### src/rtl/cdc_xfer_arbiter.sv
// cdc_xfer_arbiter: round-robin arbiter over 4 requesters feeding a single
// clk_a-to-clk_b synchronizer. Each transfer holds xfer_en/xfer_data for
// HOLD_CYC cycles, then keeps xfer_data stable for GAP_CYC idle cycles.
// Optional macro CDC_XFER_ACK_EN adds a clk_b-domain level acknowledge
// (ack_b) that additionally gates the end of HOLD (ack high) and GAP (ack low).
module cdc_xfer_arbiter #(
   parameter int HOLD_CYC = 6,
   parameter int GAP_CYC  = 2
) (
   input  logic        clk_a,
   input  logic        arst,
`ifdef CDC_XFER_ACK_EN
   input  logic        ack_b,
`endif
   input  logic [3:0]  req,
   input  logic [15:0] req_data,
   output logic [3:0]  xfer_data,
   output logic        xfer_en,
   output logic [3:0]  gnt,
   output logic [3:0]  done,
   output logic        busy
);

   typedef enum logic [1:0] {IDLE, HOLD, GAP} state_t;

   state_t     r_state, w_state_nxt;
   logic [7:0] r_cnt, w_cnt_nxt;
   logic [1:0] r_last, w_last_nxt;
   logic [3:0] r_data, w_data_nxt;
   logic [3:0] r_gnt, w_gnt_nxt;
   logic [3:0] r_done, w_done_nxt;
   logic       r_en, w_en_nxt;
   logic       w_found;
   logic [1:0] w_win;
   logic       w_hold_ok, w_gap_ok;

`ifdef CDC_XFER_ACK_EN
   logic r_ack_s1, r_ack_s2;

   // two-flop synchronizer bringing the destination ack into clk_a
   always_ff @(posedge clk_a) begin
      if (arst) begin
         r_ack_s1 <= 1'b0;
         r_ack_s2 <= 1'b0;
      end else begin
         r_ack_s1 <= ack_b;
         r_ack_s2 <= r_ack_s1;
      end
   end

   assign w_hold_ok = r_ack_s2;
   assign w_gap_ok  = ~r_ack_s2;
`else
   assign w_hold_ok = 1'b1;
   assign w_gap_ok  = 1'b1;
`endif

   // round-robin search starting one past the last winner
   always_comb begin
      w_found = 1'b0;
      w_win   = 2'd0;
      for (int k = 1; k <= 4; k++) begin
         if (!w_found && req[2'(r_last + 2'(k))]) begin
            w_found = 1'b1;
            w_win   = 2'(r_last + 2'(k));
         end
      end
   end

   // next-state and registered-output computation; counters saturate at 0
   // so the ack-gated build can wait past the minimum hold/gap time
   always_comb begin
      w_state_nxt = r_state;
      w_cnt_nxt   = r_cnt;
      w_last_nxt  = r_last;
      w_data_nxt  = r_data;
      w_gnt_nxt   = r_gnt;
      w_en_nxt    = r_en;
      w_done_nxt  = 4'd0;
      case (r_state)
         IDLE: begin
            if (w_found) begin
               w_state_nxt = HOLD;
               w_data_nxt  = req_data[{w_win, 2'b00} +: 4];
               w_en_nxt    = 1'b1;
               w_gnt_nxt   = 4'b0001 << w_win;
               w_last_nxt  = w_win;
               w_cnt_nxt   = 8'(HOLD_CYC - 1);
            end
         end
         HOLD: begin
            if (r_cnt == 8'd0 && w_hold_ok) begin
               w_state_nxt = GAP;
               w_en_nxt    = 1'b0;
               w_done_nxt  = r_gnt;
               w_cnt_nxt   = 8'(GAP_CYC - 1);
            end else if (r_cnt != 8'd0) begin
               w_cnt_nxt = r_cnt - 8'd1;
            end
         end
         GAP: begin
            if (r_cnt == 8'd0 && w_gap_ok) begin
               w_state_nxt = IDLE;
               w_gnt_nxt   = 4'd0;
            end else if (r_cnt != 8'd0) begin
               w_cnt_nxt = r_cnt - 8'd1;
            end
         end
         default: begin
            w_state_nxt = IDLE;
            w_gnt_nxt   = 4'd0;
            w_en_nxt    = 1'b0;
         end
      endcase
   end

   // state and output registers; reset aborts any transfer without done
   always_ff @(posedge clk_a) begin
      if (arst) begin
         r_state <= IDLE;
         r_cnt   <= 8'd0;
         r_last  <= 2'd3;
         r_data  <= 4'd0;
         r_gnt   <= 4'd0;
         r_done  <= 4'd0;
         r_en    <= 1'b0;
      end else begin
         r_state <= w_state_nxt;
         r_cnt   <= w_cnt_nxt;
         r_last  <= w_last_nxt;
         r_data  <= w_data_nxt;
         r_gnt   <= w_gnt_nxt;
         r_done  <= w_done_nxt;
         r_en    <= w_en_nxt;
      end
   end

   assign xfer_data = r_data;
   assign xfer_en   = r_en;
   assign gnt       = r_gnt;
   assign done      = r_done;
   assign busy      = (r_state != IDLE);

endmodule

### config.mk
export PLATFORM = sky130hd
export DESIGN_NAME = cdc_xfer_arbiter
export DESIGN_NICKNAME = d
export VERILOG_FILES = /design/src/rtl/cdc_xfer_arbiter.sv
export SDC_FILE = /design/constraint.sdc
export NUM_CORES = 1
export LEC_CHECK = 0
export ABC_CLOCK_PERIOD_IN_PS = 3000
export CAP_MARGIN = 20
export CORE_MARGIN = 3
export CORE_UTILIZATION = 49
export DETAILED_ROUTE_END_ITERATION = 10
export PLACE_DENSITY = 0.77
export SYNTH_ARGS = -nofsm -noshare
export SYNTH_HDL_FRONTEND = slang
export SYNTH_SLANG_ARGS = --single-unit
export TNS_END_PERCENT = 20
### constraint.sdc
create_clock -name clk_a -period 3 [get_ports clk_a]
set_clock_uncertainty 0.2 [all_clocks]
set_input_delay 0.45 -clock clk_a [delete_from_list [all_inputs] [get_ports clk_a]]
set_output_delay 0.45 -clock clk_a [all_outputs]
set_load 0.05 [all_outputs]
==> flow_summary.ini <==
[clock_network]
cts_num_sinks = 25
numCtsBuffers = 3
path_clk_slew_ps = 150
worstSkewPairLatency_ps = 320
htreeDepth = 1
post_cts_buffers = 0
cts-root-buf = clkbuf_4
cts_resized = 0
cts_hold_buf = 0
clock_path_buffers = 2
cts_tree = built

[setup_path]
critPathArrivalTime_ps = 2040
critPathLaunch = r_state[0]$_SDFFE_PP0P_
cp_max_fo = 5
crit_chain = inv_1 > ha_1 > inv_1 > clkdlybuf4s50_1
rr_worst_depth = 10
crit_slowest_cell = clkdlybuf4s50_1
cp_top_family = buffers and inverters
end_kind = primary output
critPathLaunchType = flop
crit_top_cell = inv_1
path_depth = 4
worst_path_largest_cell_delay_ps = 830
worstPathRequired_ps = 2350
critPathKind = reg2out
worst-path-buf-inv = 3
crit-reg2reg-launch = r_cnt[0]$_SDFFE_PP0P_

[die]
die_w_um = 60.6
io_pins = 36
coreArea_um2 = 2810
die_area_um2 = 3670
core.rowCount = 19
fp.dieH_um = 60.6
start_util_pct = 52.1

[run_status]
status = finished clean

[routing]
post_drt_wl_per_cell_um = 14.8
viasPerCell = 5.87
drt_wl_total_um = 3600
drc_errors = 0
drt_iter0_drc = 101
vias = 1427
ant_nets = 0
dr.pass1.iters = 4

[synth]
ys_types = 40
synthFlopType = dfxtp_1
synth_compound_area_share_pct = 29.5
synth_nets = 205
synth-simple-area-share_pct = 21.4
yosys.area_share.xor_xnor_pct = 0
synth_top_family_by_area = compound AO/OA/AOI/OAI gates
yosysWarnings = 0
syn_avg_cell_area_um2 = 8.26
netlist_instances = 177
synthAdderAreaFrac_pct = 5.14
muxShareOfSynthArea_pct = 3.42
synth_area_um2 = 1460
seq_area_frac_synth_pct = 34.2
ys_seq_elements = 25
synth_edf_count = 0
synthArstFlopShare_pct = 0

[sta]
tns_ps = 0
fin_crit_ps = 2690
timing.fmax_ghz = 0.372
finalCritPeriodShare_pct = 89.6
worst_pin_slew_ps = 517
whs_ps = 304
hold_viol_final = 0
rsz0062_at_grt = no
setup_viol = 0
max-slew-margin-rel_pct = 65.4
finalMaxSlewViolations = 0

[global_routing]
antenna_found_initial = 0
overflow = 0
gr-usage-all-layers_pct = 20.1
grt_pass1_vias = 1311
grt_max_degree = 16
grt_pass1_wl_um = 5750

[pwr]
clkPwrFrac_pct = 8.9
power_density_nw_per_um2 = 964
p_leak_nw = 0.728
swShare_pct = 50.0
intPower_w = 0.000896
vdd_drop_max_uv = 510
p_comb_share_pct = 63.2
p_seq_share_pct = 27.9
p_switching_w = 0.000897

[placed_design]
dp_hpwl_um = 2790
port-buffer-count = 35
gp_congestion = 0.911

[worst_hold_path]
hold_class = reg2reg
hold_path.startpoint = gnt[1]$_SDFFE_PP0P_
hold_depth = 1

[final_layout]
nets = 241
diodes = 0
synthToLayoutAreaGrowth_pct = 27.2
fill_cells = 237
drive_gt1_share_pct = 6.60

[job]
maxCapViolations = 0
==> worst paths after layout <==
check                                to  slack [ps]
setup / recovery                   busy         310
setup reg to reg  r_cnt[0]$_SDFFE_PP0P_         700
hold reg to reg      done[1]$_SDFF_PP0_         300
hold / removal       done[1]$_SDFF_PP0_         300
==> power groups by stage <==
stage | registers, W | logic, W | clock network (W)
after floorplan | 0.000639 | 0.000717 | 0
after global placement | 0.000502 | 0.00110 | 0
after detailed placement | 0.000505 | 0.00112 | 0
after CTS | 0.000498 | 0.00113 | 0.000159
after global routing | 0.000515 | 0.00123 | 0.000181
final | 0.000500 | 0.00113 | 0.000160
==> metal layers <==
metal  share of wire (%)  global-route usage, %  routed length [um]
met2                  51                   35.7                1850
met4                 1.1                   5.57                  39
met1                  45                   26.0                1600
met5                   0                      0                   0
met3                 3.1                   1.49                 112
==> cell usage after synthesis, drive strengths merged, types with 2 or more instances <==
library cell	count	area (um^2)
a21o	2	15.0
or4	2	15.0
ha	6	75.1
a211oi	16	120
inv	14	55.1
mux2i	5	50.1
nor3	5	25.0
buf	4	28.8
dfxtp	25	500
a32o	4	40.0
a21oi	17	100
o22ai	3	18.8
clkbuf	2	7.51
nand2	9	33.8
or3	4	26.3
o21ai	19	95.1
nand2b	5	31.3
and2	6	37.5
nand3	3	15.0
nor2	13	65.1
and3	3	23.8
==> placed cells by master (no fill, tap or decap), types with 2 or more instances in the layout <==
master,count
dfxtp_1,25
or3_1,3
o22ai_1,3
a21o_1,2
and2_1,6
mux2i_1,5
nand2b_1,5
a21oi_1,15
buf_4,2
nor2_1,12
ha_1,6
clkbuf_4,3
and3_1,2
nand2_1,9
inv_1,13
clkdlybuf4s50_1,35
a211oi_1,16
or4_1,2
a32o_1,4
nor3_1,5
o21ai_0,18
nand3_1,3
==> area by class of cell <==
cell class | count | area [um^2] | area share (%)
multi-input combinational | 132 | 870 | 46.8
inverter | 14 | 55.1 | 2.96
clock buffer | 3 | 22.5 | 1.21
sequential | 25 | 500 | 26.9
clock inverter | 1 | 7.51 | 0.404
tap | 31 | 38.8 | 2.09
timing repair buffer | 37 | 365 | 19.7
==> sequential cells by signal, indices dropped and copies added (netlist names) <==
name and cells:
r_state 2, r_last 2, gnt 4, done 4, r_cnt 8, xfer_en 1
xfer_data 4
==> kinds of logic after synthesis <==
group                    Yosys count
AO/OA/AOI/OAI                     66
AND/OR/NAND/NOR                   55
flip-flops                        25
buffers and inverters             20
adder cells (fa/ha/maj)            6
multiplexers                       5
==> per-stage QoR <==
step                total power (W)  cell area, um^2  setup slack (ps)  std cells  util [%]
finish                      0.00179             1860               312        243      66.3
global placement            0.00161             1830               504        239      65.2
CTS                         0.00179             1860               321        243      66.3
floorplan                   0.00136             1460               851        177         -
detailed placement          0.00162             1830               441        239      65.2
global route                0.00192             1860               205        243      66.3
(Power assumes the default switching activity.)
